==> src/rtl/hdmi_overlay_pkg.sv <==
// Shared constants for the HDMI channel-number overlay: glyph geometry,
// text colours and the per-channel background palette.
package hdmi_overlay_pkg;

  typedef struct packed {
    logic [7:0] r;
    logic [7:0] g;
    logic [7:0] b;
  } rgb_t;

  localparam int GLYPH_W = 8;
  localparam int GLYPH_H = 12;

  localparam rgb_t TEXT_WHITE  = 24'hFF_FF_FF;
  localparam rgb_t TEXT_YELLOW = 24'hFF_FF_00;

  // Background colour shown behind the digit for each channel.
  localparam rgb_t PALETTE [8] = '{
    24'hC8_6E_3C, 24'h20_40_A0, 24'h30_90_30, 24'h80_20_80,
    24'h10_70_70, 24'h60_60_60, 24'hA0_20_20, 24'h00_00_80
  };

endpackage

==> src/rtl/hdmi_glyph_rom.sv <==
// 8x12 bitmap font for digits '1'..'8' (digit index 0 selects '1').
// Registered output: pixel reflects the address presented one cycle earlier.
module hdmi_glyph_rom
  import hdmi_overlay_pkg::*;
(
  input  logic       clk,
  input  logic       rst,
  input  logic [2:0] digit,
  input  logic [3:0] row,
  input  logic [2:0] col,
  output logic       pixel
);

  // Each byte is one glyph row; bit 7 is the leftmost column.
  localparam logic [7:0] FONT [8][12] = '{
    '{8'h00, 8'h18, 8'h38, 8'h78, 8'h18, 8'h18, 8'h18, 8'h18, 8'h18, 8'h18, 8'h7E, 8'h00},
    '{8'h00, 8'h3C, 8'h66, 8'h06, 8'h0C, 8'h18, 8'h30, 8'h60, 8'h60, 8'h7E, 8'h00, 8'h00},
    '{8'h00, 8'h3C, 8'h66, 8'h06, 8'h1C, 8'h06, 8'h06, 8'h06, 8'h66, 8'h3C, 8'h00, 8'h00},
    '{8'h00, 8'h0C, 8'h1C, 8'h2C, 8'h4C, 8'h7E, 8'h0C, 8'h0C, 8'h0C, 8'h0C, 8'h00, 8'h00},
    '{8'h00, 8'h7E, 8'h60, 8'h60, 8'h7C, 8'h06, 8'h06, 8'h06, 8'h66, 8'h3C, 8'h00, 8'h00},
    '{8'h00, 8'h3C, 8'h60, 8'h60, 8'h7C, 8'h66, 8'h66, 8'h66, 8'h66, 8'h3C, 8'h00, 8'h00},
    '{8'h00, 8'h7E, 8'h06, 8'h0C, 8'h18, 8'h30, 8'h30, 8'h30, 8'h30, 8'h30, 8'h00, 8'h00},
    '{8'h00, 8'h3C, 8'h66, 8'h66, 8'h3C, 8'h66, 8'h66, 8'h66, 8'h66, 8'h3C, 8'h00, 8'h00}
  };

  logic [7:0] row_bits;
  logic       pixel_q;

  // NOTE: every always_comb output gets a default first so no path leaves it unassigned (no latch).
  always_comb begin
    row_bits = '0;
    if (row < 4'(GLYPH_H)) row_bits = FONT[digit][row];
  end

  // NOTE: the font is a constant table, so only the output register needs a reset.
  always_ff @(posedge clk) begin
    if (rst) pixel_q <= 1'b0;
    else     pixel_q <= row_bits[~col];
  end

  assign pixel = pixel_q;

endmodule

==> src/rtl/hdmi_channel_overlay.sv <==
// Overlays the active channel number as a magnified digit on the video stream,
// with a per-channel background and a timed yellow highlight after a switch.
module hdmi_channel_overlay
  import hdmi_overlay_pkg::*;
#(
  parameter int NUM_CH      = 4,
  parameter int SCALE_SHIFT = 2,
  parameter int TEXT_X0     = 0,
  parameter int TEXT_Y0     = 0,
  parameter int HL_FRAMES   = 60
) (
  input  logic        clk,
  input  logic        rst,
  input  logic [11:0] px_x,
  input  logic [11:0] px_y,
  input  logic        data_en,
  input  logic        frame_start,
  input  logic [2:0]  channel_select,
  output logic [7:0]  r,
  output logic [7:0]  g,
  output logic [7:0]  b,
  output logic        de_out,
  output logic [2:0]  active_ch
);

  logic [2:0] active_ch_q, active_ch_d;
  logic [7:0] hl_q, hl_d;
  logic       par_q, par_d;
  logic       sel_ok;

  // Channel switches only at frame_start; the highlight counter steps down
  // on every second frame_start, and a reload restarts that cadence.
  always_comb begin
    sel_ok      = frame_start && ({1'b0, channel_select} < 4'(NUM_CH));
    active_ch_d = active_ch_q;
    hl_d        = hl_q;
    par_d       = par_q;
    if (frame_start) par_d = ~par_q;
    if (frame_start && par_q && hl_q != 8'd0) hl_d = hl_q - 8'd1;
    if (sel_ok) begin
      active_ch_d = channel_select;
      if (channel_select != active_ch_q) begin
        hl_d  = 8'(HL_FRAMES);
        par_d = 1'b0;
      end
    end
  end

  // NOTE: sequential state is written with <= so every register samples pre-edge values.
  always_ff @(posedge clk) begin
    if (rst) begin
      active_ch_q <= '0;
      hl_q        <= '0;
      par_q       <= 1'b0;
    end else begin
      active_ch_q <= active_ch_d;
      hl_q        <= hl_d;
      par_q       <= par_d;
    end
  end

  // Stage 1: window test and glyph-cell address; the compare on px_x/px_y
  // guards against the unsigned subtraction wrapping left/above the origin.
  logic [11:0] dx, dy, gx, gy;
  logic        in_win;

  always_comb begin
    dx     = px_x - 12'(TEXT_X0);
    dy     = px_y - 12'(TEXT_Y0);
    gx     = dx >> SCALE_SHIFT;
    gy     = dy >> SCALE_SHIFT;
    in_win = (px_x >= 12'(TEXT_X0)) && (px_y >= 12'(TEXT_Y0)) &&
             (gx < 12'(GLYPH_W)) && (gy < 12'(GLYPH_H));
  end

  logic text_bit;

  hdmi_glyph_rom u_rom (
    .clk   (clk),
    .rst   (rst),
    .digit (active_ch_q),
    .row   (gy[3:0]),
    .col   (gx[2:0]),
    .pixel (text_bit)
  );

  logic       de1_q, win1_q, hl1_q;
  logic [2:0] ch1_q;

  always_ff @(posedge clk) begin
    if (rst) begin
      de1_q  <= 1'b0;
      win1_q <= 1'b0;
      hl1_q  <= 1'b0;
      ch1_q  <= '0;
    end else begin
      de1_q  <= data_en;
      win1_q <= in_win;
      hl1_q  <= (hl_q != 8'd0);
      ch1_q  <= active_ch_q;
    end
  end

  // Stage 2: colour mux into the output registers.
  rgb_t rgb_d, rgb_q;
  logic de_out_q;

  always_comb begin
    rgb_d = '0;
    if (de1_q) begin
      if (win1_q && text_bit) rgb_d = hl1_q ? TEXT_YELLOW : TEXT_WHITE;
      else                    rgb_d = PALETTE[ch1_q];
    end
  end

  always_ff @(posedge clk) begin
    if (rst) begin
      rgb_q    <= '0;
      de_out_q <= 1'b0;
    end else begin
      rgb_q    <= rgb_d;
      de_out_q <= de1_q;
    end
  end

  assign r         = rgb_q.r;
  assign g         = rgb_q.g;
  assign b         = rgb_q.b;
  assign de_out    = de_out_q;
  assign active_ch = active_ch_q;

endmodule
==> config.mk <==
export PLATFORM = sky130hd
export DESIGN_NAME = hdmi_channel_overlay
export DESIGN_NICKNAME = d
export VERILOG_FILES = /design/src/rtl/hdmi_overlay_pkg.sv /design/src/rtl/hdmi_glyph_rom.sv /design/src/rtl/hdmi_channel_overlay.sv
export SDC_FILE = /design/constraint.sdc
export NUM_CORES = 1
export LEC_CHECK = 0
export ABC_AREA = 1
export BUFFER_PORTS_ARGS = -buffer_cell sky130_fd_sc_hd__buf_2
export CELL_PAD_IN_SITES_DETAIL_PLACEMENT = 1
export CELL_PAD_IN_SITES_GLOBAL_PLACEMENT = 1
export CORE_ASPECT_RATIO = 1.4
export CORE_UTILIZATION = 33
export DETAILED_ROUTE_END_ITERATION = 7
export MAX_ROUTING_LAYER = met4
export PLACE_DENSITY = 0.88
export SLEW_MARGIN = 10
export SYNTH_ARGS = -nofsm -noshare
export SYNTH_HDL_FRONTEND = slang
export SYNTH_HIERARCHICAL = 1
export SYNTH_SLANG_ARGS = --single-unit
==> constraint.sdc <==
create_clock -name clk -period 1.5 [get_ports clk]
set_input_delay 0.225 -clock clk [delete_from_list [all_inputs] [get_ports clk]]
set_output_delay 0.225 -clock clk [all_outputs]
set_load 0.005 [all_outputs]
After elaboration in Yosys (flattened, before gate mapping). Memories as Yosys holds them, arrays and structs flattened. Cells that the tools add are included. W data, S select, Z words.

$add $sub $neg: 1. Order comparisons: 10. Equality and inequality tests: 1. Mux-type cells: 18. Bitwise operators: 6. Reductions and logical operators: 9.

Operators with widths (count): $mux W96 (2); $mux W24 (3); $mux W8 (7); $bmux W8 S4 (1); $ge A12 B1 Y1 const B (2); $lt A10 B4 Y1 const B (2); $ge A4 B4 Y1 const B (2); $not A3 Y4 (2); $reduce_bool A8 Y1 (1); $sub A8 B1 Y8 const B (1); $logic_and A1 B1 Y1 (7); $ge A5 B5 Y1 const B (1); $not A4 Y5 (1); $lt A3 B4 Y1 const B (1); $lt A4 B4 Y1 const B (1); $mux W1 (4); $bmux W1 S3 (1); $lt A3 B3 Y1 const B (1); $ne A3 B3 Y1 (1); $not A3 Y3 (1); $not A1 Y1 (2); $reduce_or A2 Y1 (1).

Bits in registers: 44. ROM bits: 960. Bits of input ports: 31. Output and inout port bits: 28. Logic and storage cells: 59. Memories: 2.

Memories: (no name shown) (depth 8, bits a word 96, rd ports 1, clocked after memory_dff 0, wr ports 0, line hdmi_glyph_rom.sv:32) `if (row < 4'(GLYPH_H)) row_bits = FONT[digit][row];`; (no name shown) (depth 8, bits a word 24, rd ports 1, clocked after memory_dff 0, wr ports 0, line hdmi_channel_overlay.sv:112) `else rgb_d = PALETTE[ch1_q];`.

Longest topological paths before layout. Gate-level depths: netlist (run 1).

Word-level depth: 10. Depth in mapped cells: 16. Mapped depth without buffers: 16.

Cells and area by module. The synthesis (run 1) kept the hierarchy.

By module, submodules not included: hdmi_channel_overlay (instances 1, cells each 202, area an instance 1560.2 um^2, seq. area each 680.7 um^2); hdmi_glyph_rom (instances 1, cells each 169, area an instance 824.5 um^2, seq. area each 20.0 um^2).

Worst setup path after synthesis (run 1). No wires, ideal clock.

Path kind: reg-to-reg. From: reg active_ch_q[1], in the netlist active_ch[1]. To: reg u_rom.pixel_q, in the netlist u_rom/pixel. Setup time: 64 ps. Data arrival time: 1649 ps. Required time: 1436 ps. Path slack: -213 ps. Stages on the path, launching flop included: 12. Clock period less this slack: 1713 ps. Path through: dfxtp_1 > inv_1 > ha_1 > nor2_1 > nand2_1 > nand2_1 > nand3_1 > nand3_1 > nand2_1 > a21oi_1 > nor2_1 > nor2_1.

Cells in the longest elaborated chain, start to end: 10.

RTL lines: from (decl) (line hdmi_channel_overlay.sv:26) `logic [2:0] active_ch_q, active_ch_d;`; from (signal assigned) (line hdmi_channel_overlay.sv:56) `active_ch_q <= active_ch_d;`; $not A3 Y4 (not written as such) (line hdmi_glyph_rom.sv:32); $mem_v2 Z8 W96; $mux W96 (not written as such) (2 in series) (line hdmi_glyph_rom.sv:32); $bmux W8 S4 (line hdmi_glyph_rom.sv:32); $mux W8 (not written as such) (2 in series) (line hdmi_glyph_rom.sv:32); $mux W8 (line hdmi_glyph_rom.sv:32); $bmux W1 S3 (line hdmi_glyph_rom.sv:38) `else pixel_q <= row_bits[~col];`; $mux W1 (not written as such) (line hdmi_glyph_rom.sv:38); to (signal assigned) (line hdmi_glyph_rom.sv:38); to (decl) (line hdmi_glyph_rom.sv:27) `logic pixel_q;`.

Every way passes these cells. The select of a mux whose other input is x is not followed. A chain may end at the register's enable or synchronous reset.

Final worst setup path (run 1). Same ends and word-level chain as after synthesis.

==> metrics.md, run 1 <==
| Metric | Value |
|---|---|
| Critical path cell sequence | inv_6 > ha_4 > nor2_2 > nor2_1 > o21ai_0 > nor2_1 > nor2_1 > a21oi_1 > nand2_1 > nand2_1 > nor2_1 |
| I/O Buffers | 54 |
| Arr. time, crit path | 1.89 ns |
| CTS tree | yes |
| CTS max path bufs | 2 |
| Initial antenna violation count | 0 |
| Vias in the first global route | around 2.7k |
| Final hold violations | 0 |
| CTS Hold Bufs | 0 |
| DR vias | about 2.6k |
| # rows | 36 |
| Via density | 4.83 |
| Leading cell type in the layout, fill and taps excluded | nand2_1 |
| Share of layout cells above drive strength 1 | between 20% and 30% |
| Syn nets | 417 |
| Max Transition Viols Final | 0 |
| Post-synthesis simple-gate area fraction | 38.2% |
| Die height | 103 um |
| H-tree levels | 2 |
| WP depth | 11 |
| Syn Area/Cell | roughly 6.4 sq um |
| Cell Area, Synth | approximately 2400 sq um |
| Critical-path top delay cell | dfxtp_4 |
| WP data required | about 1.7 ns |
| Synth cell types | 32 |
| Synth top area share | between 20% and 30% |
| Compound-Gate Fraction of Synth Area | around 9.3% |
| Setup-failing EPs final | 1 |
| Largest net degree at the start of global routing | 18 |
| Final min period | 1.66 ns |
| Core Footprint | 6980 sq um |
| Routability cong. | roughly 0.86 |
| Core Util, Final | 42.8% |
| Pwr Density | 775 nW/um^2 |
| Placed cell area | 2840 sq um |
| Crit start category | register |
| DIE AREA | 7580 sq um |
| Worst-Margin Slew | 0.323 ns |
| Area contributors post-synth | dfxtp_1 29%, nand2_1 16%, nand3_1 8.0% |
| I/O pin total | 59 |
| Worst slew margin | 78.5% |
| VDD IR-drop max | 447 uV |
| Tot GR Track Use | roughly a fifth |
| Worst Clk Skew | 0.00723 ns |
| Hold depth | 3 |
| Critical path buffers and inverters | 1 |
| First-pass GRT wire length | 11400 um |
| Placed Cells incl. Taps | 525 |
| Pre-CTS setup slack | -0.207 ns |
| Final wirelength | 7160 um |
| Final #Nets | 485 |
| Most frequent cells in the layout | 95 x nand2_1, 54 x buf_2, 44 x inv_1 |
| Largest family of logic cells by synthesized area | simple AND/OR/NAND/NOR gates |
| Yosys top cell by area | dfxtp_1 |
| Fillcell total | about 950 |
| Sink Count | 35 |
| Final Cycle Share | 111% |
| Cells on worst reg2reg path | 11 |
| Most frequent CP cell | nor2_1 |
| Crit path setup slack, layout | -0.161 ns |
| Clock root buffer | clkbuf_8 |
| Post-Synth Adder-Cell Area | 7.87% |
| Max Cap Viol | 0 |
| Wire per inst | around 13 um |
| Critical path type | register to register |
| Post-route cell area | 2990 sq um |
| Synth Area in XOR/XNOR | 1.47% |
| Worst-path fanout max | 6 |
| Initial Utilization | 34.2% |
| Multi-input logic area | 1410 sq um |
| Number of CTS-inserted buffers | 5 |
| Worst path max stage delay | about 0.4 ns |
| Reg clk slew, reported paths | 0.07 ns |
| Seq cells post-synth | 35 |
| Leakage power | approximately 1.6 nW |
| Ant diodes | 0 |
| Setup TNS | -0.161 ns |
| Hpwl dp | roughly 5700 um |
| Finished Layout Cells | 535 |
| DR pass1 iterations | 4 |
| Hold/Removal Path Class | input port to register |
| Die width | 73.8 um |
| Syn Inst Count | 371 |
| Run status | complete, but fails checks |
| Fmax | about 600 MHz |
| Failing checks | setup timing |
| Starting DRT DRC Count | 31 |
| RSZ-0062 raised after global routing | true |
| DRT antenna net count | 0 |
| Crit. End Element | register |
| Post-synthesis mux area share | 0% |
| Total power draw | 2.32 mW |
| Grt ovf | 0 |
| YS warnings | 6 |
| Area grow syn2layout | 25.3% |
| Residual DRC count | 0 |
| Critical path's top delay family | simple AND/OR/NAND/NOR gates |
| Register area | 708 sq um |
| Post-synthesis sequential area ratio | between 20% and 30% |
| WHS | 0.155 ns |
| Clock Latency Late Sink | roughly 0.29 ns |
registers in the layout, summed over array words and instances (netlist names):
name	flops
active_ch	3
b	6
ch1_q	3
de1_q	1
de_out	1
g	3
hl1_q	1
hl_q	8
par_q	1
r	6
u_rom/pixel	1
win1_q	1
tightest hold or removal path: cells and delay by family:
kind          cells  cell delay (ns)
simple gates      1             0.07
buf+inv           2             0.12
layer usage:
metal	track usage, %	vias to the layer above	part of all wire, %
li1	-	1296	-
met1	18.5	1200	38
met2	39.9	71	56
met3	2.15	16	2.8
met4	8.58	0	3.1
met5	-	-	0
synth_stat cells (all sizes together):
| master | n |
|---|---|
| a31o | 1 |
| clkinv | 1 |
| a21oi | 20 |
| nand3 | 39 |
| xnor2 | 3 |
| or2 | 2 |
| o211ai | 1 |
| nand2 | 109 |
| o21bai | 1 |
| a31oi | 1 |
| a21o | 1 |
| inv | 51 |
| dfxtp | 35 |
| nor3 | 6 |
| nor2 | 45 |
| nand4 | 4 |
| nor4 | 2 |
| o21ai | 16 |
| ha | 15 |
| buf | 17 |
| xor2 | 1 |
area by class of cell:
cell class              count  area share (%)
flip-flops and latches     35            23.7
clock buffers               6            2.43
inverters                  52            6.78
multi-input cells         267            47.2
clock inverters             2           0.419
repair buffers             78            15.5
well taps                  95            3.98
final timing paths:
kind | from | endpoint | slack (ns)
max | active_ch[1]$_SDFFE_PP0P_ | u_rom/pixel$_SDFF_PP0_ | -0.16
min | data_en | de1_q$_SDFF_PP0_ | 0.16
max reg2reg | active_ch[1]$_SDFFE_PP0P_ | u_rom/pixel$_SDFF_PP0_ | -0.16
min reg2reg | hl_q[0]$_SDFF_PP0_ | hl_q[0]$_SDFF_PP0_ | 0.48
power by group:
group / switching, mW / internal (mW) / total [mW]
clock: 0.340 / 0.324 / 0.663
combinational: 0.384 / 0.260 / 0.644
sequential: 0.0371 / 0.973 / 1.01
total: 0.760 / 1.56 / 2.32
kinds of logic (layout without fill, tap and decap cells):
family / count (synthesis) / after routing
and+or+nand+nor: 207 / 207
buffers and inverters: 69 / 138
AOI/OAI and AO/OA: 41 / 41
DFF: 35 / 35
adders and majority gates: 15 / 15
xor gates and xnor gates: 4 / 4
repair_timing:
action / in CTS / in global routing
endpoints found under the setup margin: 1 / 8
pin swaps: 1 / 4
setup buffers: 1 / 1
gates resized for setup: 10 / 7
(Power assumes the default switching activity.)
==> inputs of run 2 (changes only) <==
Settings changed: SYNTH_HIERARCHICAL 1 to default.
==> metrics.md, run 2 <==
| Metric | Value |
|---|---|
| Run status | complete, but fails checks |
| Failing checks | setup timing |
| Logic pwr share | 25.2% (-2.6 points) |
| Syn Area/Cell | 6.76 sq um (+5.1%) |
| I/O Buffers | 54 (unchanged) |
| Via density | 5.12 (+6.0%) |
| Pwr Density | 797 nW/um^2 (+2.9%) |
| Max reg flops | 8 (unchanged) |
| Grt ovf | 0 (unchanged) |
| Final wirelength | 7580 um (+5.9%) |
| Share of layout cells above drive strength 1 | 40.9% (+13 points) |
| Final Cycle Share | 109% (-2.1 points) |
| First-pass GRT wire length | 12000 um (+5.6%) |
| Crit start category | register |
| Area contributors post-synth | dfxtp_1 31%, nand2_1 14%, ha_1 8.4% |
| Leading cell type in the layout, fill and taps excluded | nand2_1 |
| Arr. time, crit path | 1.87 ns (-0.02 ns) |
| Vias in the first global route | 2639 (-1.0%) |
| Placed cell area | 2750 sq um (-3.2%) |
| Fmax | 614 MHz (+1.9%) |
| Clock share of power | 34.7% (+6.1 points) |
| Tot GR Track Use | 22.6% (+2.7 points) |
| Register share of total power | 40.1% (-3.5 points) |
| Final min period | 1.63 ns (-0.0314 ns) |
| Sink Count | 35 (unchanged) |
| Post-synthesis sequential area ratio | 31.4% (+2.0 points) |
| Setup TNS | -0.193 ns (-0.0320 ns) |
| Clock Latency Late Sink | 0.29 ns (about the same) |
| Initial antenna violation count | 0 (unchanged) |
| Final hold violations | 0 (unchanged) |
| Setup-failing EPs final | 2 (+1) |
| Wire per inst | 15.4 um (+15%) |
| Max Cap Viol | 0 (unchanged) |
| Switching part of the total | 29.1% (-3.7 points) |
| Core Util, Final | 48.4% (+5.5 points) |
| Largest Register | hl_q |
| YS warnings | 0 (-6) |
| Starting DRT DRC Count | 52 (+68%) |
| VDD IR-drop max | 287 uV (-36%) |
| Largest net degree at the start of global routing | 13 (-5) |
| Critical path type | register to register |
| I/O pin total | 59 (unchanged) |
| Die height | 99.3 um (-3.2%) |
| Most common cell in the netlist | nand2_1 |
| Cell Area, Synth | 2230 sq um (-6.5%) |
| RSZ-0062 raised after global routing | true |
| DIE AREA | 7090 sq um (-6.4%) |
| Number of CTS-inserted buffers | 5 (unchanged) |
| WP data required | 1.74 ns (about the same) |
| Synth Flop Type | dfxtp_1 |
| DRT antenna net count | 0 (unchanged) |
| Post-route cell area | 3180 sq um (+6.3%) |
| Reg clk slew, reported paths | 0.07 ns (about the same) |
| DR vias | 2519 (-2.5%) |
| Fillcell total | 857 (-10%) |
| Seq cells post-synth | 35 (unchanged) |
| Worst-Margin Slew | 0.338 ns (+0.0154 ns) |
| Initial Utilization | 33.9% (-0.21 points) |
| Residual DRC count | 0 (unchanged) |
| Hpwl dp | 5430 um (-5.2%) |
| DR pass1 iterations | 4 (unchanged) |
| Syn nets | 376 (-9.8%) |
| Min-Delay Startpoint | data_en |
| Routability cong. | 0.970 (+13%) |
| Crit path setup slack, layout | -0.129 ns (+0.0314 ns) |
| Switching power total | 0.736 mW (-3.1%) |
| Hold/Removal Path Class | input port to register |
| Setup crit start | active_ch[1]$_SDFFE_PP0P_ |
| Final #Nets | 463 (-4.5%) |
| Worst-path fanout max | 7 (+1) |
| Reg2reg start | active_ch[1]$_SDFFE_PP0P_ |
| Max Transition Viols Final | 0 (unchanged) |
| EDFF count, synth | 0 (unchanged) |
| Synth cell types | 34 (+6.3%) |
| Crit. End Element | register |
| Ant diodes | 0 (unchanged) |
| # rows | 35 (-2.8%) |
| Area grow syn2layout | 42.5% |
| Worst slew margin | 77.4% (-1.1 points) |
| Yosys top cell by area | dfxtp_1 |
| CTS Hold Bufs | 0 (unchanged) |
| Internal power | 1.80 mW (+15%) |
| Flop-to-flop setup slack | -0.13 ns (+0.03 ns) |
| Commonest cells in the synthesized netlist | 83 x nand2_1, 40 x inv_1, 39 x nor2_1 |
| H-tree levels | 2 (unchanged) |
| Most frequent cells in the layout | 74 x nand2_1, 54 x buf_2, 35 x nor2_1 |
| Leakage power | 1.64 nW (+3.2%) |
| CTS max path bufs | 2 (unchanged) |
| Die width | 71.5 um (-3.2%) |
| Clock root buffer | clkbuf_8 |
| Syn Inst Count | 330 (-11%) |
| Worst Clk Skew | 0.00930 ns (+0.00207 ns) |
| Synth top area share | 31.4% (+2.0 points) |
| CTS tree | yes |
| Async SR Flop Fraction | 0% (unchanged) |
| Core Footprint | 6570 sq um (-5.9%) |
[run 2: changes by cell type in the layout (fill, tap and decap cells not counted), sizes merged, moves of 2 or more]
cell	change
inv	-9
a21oi	-5
nor2	-2
o21ai	-2
nand3	-2
nor3b	+2
buf	+18
nand2	-21
or2	-2
a21boi	+2
[run 2: worst paths after layout]
| path | to | cells after the start |
|---|---|---|
| min reg2reg | b[1]$_SDFF_PP0_ | 1 |
| min | de1_q$_SDFF_PP0_ | 3 |
| max | u_rom.pixel$_SDFF_PP0_ | 14 |
| max reg2reg | u_rom.pixel$_SDFF_PP0_ | 14 |
[run 2: power by group through the flow]
stage / combinational, mW / sequential (mW) / clock [mW]
2_1_floorplan: 0.305 / 1.02 / 0
3_3_place_gp: 0.493 / 1.02 / 0
3_5_place_dp: 0.517 / 1.03 / 0
4_1_cts: 0.586 / 1.01 / 0.890
5_1_grt: 0.707 / 1.02 / 0.933
6_report: 0.639 / 1.02 / 0.879
[run 2: layout make-up]
class	instances	area (sq um)	share of cell area [%]
clock buffers	6	82.6	2.60
clock inverters	2	35.0	1.10
inverters	42	173	5.44
multi-input cells	237	1450	45.6
flip-flops and latches	35	712	22.4
well taps	74	92.6	2.91
repair buffers	96	633	19.9
[run 2: through the flow]
step / power, mW / cells / setup WS (ns) / hold WS (ns)
after floorplan: 1.33 / 330 / 0.0164 / 0.332
final: 2.53 / 492 / -0.129 / 0.165
after CTS: 2.49 / 490 / -0.0934 / 0.152
after detailed placement: 1.55 / 475 / -0.159 / 0.454
after global routing: 2.66 / 492 / -0.207 / 0.168
after global placement: 1.52 / 475 / -0.115 / 0.447
[run 2: critical path, stage by stage (launching register included)]
cell     delay (ns)
dfxtp_4        0.42
buf_4          0.14
ha_2           0.16
inv_1          0.05
nand2_2        0.10
nand2_2        0.07
nand2_1        0.07
nand3_2        0.08
nand2_1        0.08
nand2_1        0.06
nor2_2         0.11
nor2_1         0.05
nand2_1        0.05
nand2_1        0.05
nor2_2         0.09
[run 2: layer usage]
metal | wire length, um | part of all wire, % | vias to the layer above | global-route usage [%]
li1 | - | - | 1217 | -
met5 | 0 | 0 | - | -
met2 | 4350 | 57 | 72 | 43.7
met4 | 419 | 5.5 | 0 | 14.6
met3 | 238 | 3.1 | 35 | 2.94
met1 | 2580 | 34 | 1195 | 20.1
[run 2: timing repair]
item / in CTS / in global routing
endpoints found under the setup margin: 8 / 9
buffers inserted: 7 / 2
pin swaps: 13 / 17
resized for setup: 43 / 26
[run 2: cells by family after synthesis]
family | share of synthesized area (%)
AOI/OAI and AO/OA | 9.54
xor gates and xnor gates | 1.18
adders and majority gates | 8.42
buffers and inverters | 13.1
DFF | 31.4
and+or+nand+nor | 36.3
==> inputs of run 3 (changes only) <==
Settings changed: CORE_UTILIZATION 33 to 37, PLACE_DENSITY 0.88 to 0.92.
Clock period 1.5 ns to 1.7 ns, I/O delays scaled along.
==> metrics.md, run 3 (synthesized netlist as in run 2, its figures left out) <==
| Metric | Value |
|---|---|
| Share of layout cells above drive strength 1 | 34.8% (-6.1 points) |
| Pre-CTS setup slack | -0.0398 ns (+0.119 ns) |
| Core Footprint | 5820 sq um (-11%) |
| Die width | 67.6 um (-5.4%) |
| Hpwl dp | 5340 um (-1.6%) |
| DR pass1 iterations | 4 (unchanged) |
| Final wirelength | 7090 um (-6.4%) |
| DR vias | 2418 (-4.0%) |
| Fmax | 621 MHz (+1.1%) |
| Tot GR Track Use | 23.9% (+1.2 points) |
| WP data required | 1.87 ns (+0.13 ns) |
| Initial Utilization | 38.3% (+4.4 points) |
| # rows | 33 (-5.7%) |
| H-tree levels | 2 (unchanged) |
| Sink Count | 35 (unchanged) |
| Core Util, Final | 50.3% (+1.9 points) |
| Post-route cell area | 2930 sq um (-7.9%) |
| Clock root buffer | clkbuf_8 |
| Clock Latency Late Sink | 0.29 ns (about the same) |
| Final min period | 1.61 ns (-0.0183 ns) |
| Crit. End Element | register |
| Wire per inst | 15.3 um (-0.79%) |
| First-pass GRT wire length | 11100 um (-7.6%) |
| VDD IR-drop max | 265 uV (-7.8%) |
| Leakage power | 1.49 nW (-9.1%) |
| Final hold violations | 0 (unchanged) |
| Pwr Density | 684 nW/um^2 (-14%) |
| Ant diodes | 0 (unchanged) |
| Leading cell type in the layout, fill and taps excluded | nand2_1 |
| I/O Buffers | 54 (unchanged) |
| Final #Nets | 440 (-5.0%) |
| CTS max path bufs | 2 (unchanged) |
| Placed Cells incl. Taps | 452 (-4.8%) |
| CTS Hold Bufs | 0 (unchanged) |
| Grt ovf | 0 (unchanged) |
| Routing usage on met1 | 20.6% (+0.54 points) |
| Worst-Margin Slew | 0.376 ns (+0.0381 ns) |
| RSZ-0062 raised after global routing | true |
| Max reg flops | 8 (unchanged) |
| Starting DRT DRC Count | 94 (+81%) |
| Global Route met2 Usage | 46.5% (+2.8 points) |
| Residual DRC count | 0 (unchanged) |
| Arr. time, crit path | 1.79 ns (-0.08 ns) |
| DRT antenna net count | 0 (unchanged) |
| Largest net degree at the start of global routing | 14 (+1) |
| Via density | 5.21 (+1.8%) |
| Run status | finished clean |
| Routability cong. | 0.926 (-4.5%) |
| Critical path type | register to register |
| Final Cycle Share | 94.8% (-14 points) |
| Largest Register | hl_q |
| Max Transition Viols Final | 0 (unchanged) |
| Finished Layout Cells | 464 (-5.7%) |
| Number of CTS-inserted buffers | 5 (unchanged) |
| I/O pin total | 59 (unchanged) |
| Most frequent cells in the layout | 75 x nand2_1, 54 x buf_2, 38 x nor2_1 |
| Worst Clk Skew | 0.00549 ns (-0.00381 ns) |
| Hold/Removal Path Class | input port to register |
| WHS | 0.205 ns (+0.0400 ns) |
| Crit start category | register |
| Placed cell area | 2560 sq um (-6.9%) |
| Initial antenna violation count | 0 (unchanged) |
| Crit path setup slack, layout | 0.0891 ns (+0.218 ns) |
| Worst slew margin | 74.9% (-2.5 points) |
| Setup-failing EPs final | 0 (-2) |
| Most used routing layer in global routing | met2 |
| GRT met3 Usage | 3.88% (+0.95 points) |
| CTS tree | yes |
| Vias in the first global route | 2567 (-2.7%) |
| Max Cap Viol | 0 (unchanged) |
| Worst-path fanout max | 4 (-3) |
| Fillcell total | 780 (-9.0%) |
| DIE AREA | 6340 sq um (-11%) |
| Area grow syn2layout | 31.3% |
| Die height | 93.9 um (-5.4%) |
| Reg clk slew, reported paths | 0.07 ns (about the same) |
[run 3: cell count changes in the layout (fill, tap and decap cells not counted), moves of 3 or more]
cell,before,now
buf_4,34,15
a21oi_1,10,13
a21oi_2,5,2
nor2_1,35,38
nor2_2,5,2
[run 3: per-stage QoR]
stage / TNS, ns / total power, mW
floorplan: 0 / 1.17
detailed placement: -0.0398 / 1.32
global placement: 0 / 1.30
finish: 0 / 2.00
CTS: -0.00786 / 1.93
global route: -0.0322 / 2.12
[run 3: worst paths after layout]
check,slack [ns],to,from,cells past startpoint
max,0.09,hl_q[7]$_SDFF_PP0_,hl_q[0]$_SDFF_PP0_,10
min,0.20,de1_q$_SDFF_PP0_,data_en,3
min reg2reg,0.48,b[1]$_SDFF_PP0_,hl1_q$_SDFF_PP0_,1
max reg2reg,0.09,hl_q[7]$_SDFF_PP0_,hl_q[0]$_SDFF_PP0_,10
[run 3: cell type report]
cell class | count | area, sq um | share of cell area (%)
multi-input combinational | 237 | 1440 | 49.3
clock inverter | 1 | 5.00 | 0.171
clock buffer | 6 | 82.6 | 2.82
sequential | 35 | 712 | 24.3
timing repair buffer | 73 | 428 | 14.6
inverter | 42 | 168 | 5.73
tap | 70 | 87.6 | 2.99
[run 3: repair_timing]
item	CTS	global route
endpoints found under the setup margin	2	8
buffers inserted	0	5
gates resized for setup	4	57
pin swaps	0	26
[run 3: layer usage]
metal	part of all wire [%]	vias to the layer above
li1	-	1171
met1	34	1146
met5	0	-
met3	3.5	26
met4	4.2	0
met2	58	75
[run 3: worst max-delay path, stage by stage (launching register included)]
cell and delay, ns:
dfxtp_2 0.34, inv_2 0.05, ha_2 0.17, nor3b_4 0.15
nand2_2 0.10, nand2_4 0.07, nor2_4 0.17, nand3_4 0.11
nor2_4 0.13, nand2_1 0.06, nor3b_2 0.15
[run 3: report_power, final]
part | internal, mW | switching [mW] | total [mW] | leakage (nW)
combinational | 0.211 | 0.300 | 0.511 | 1.16
clock | 0.317 | 0.284 | 0.601 | 0.0470
sequential | 0.859 | 0.0301 | 0.889 | 0.289
total | 1.39 | 0.614 | 2.00 | 1.49
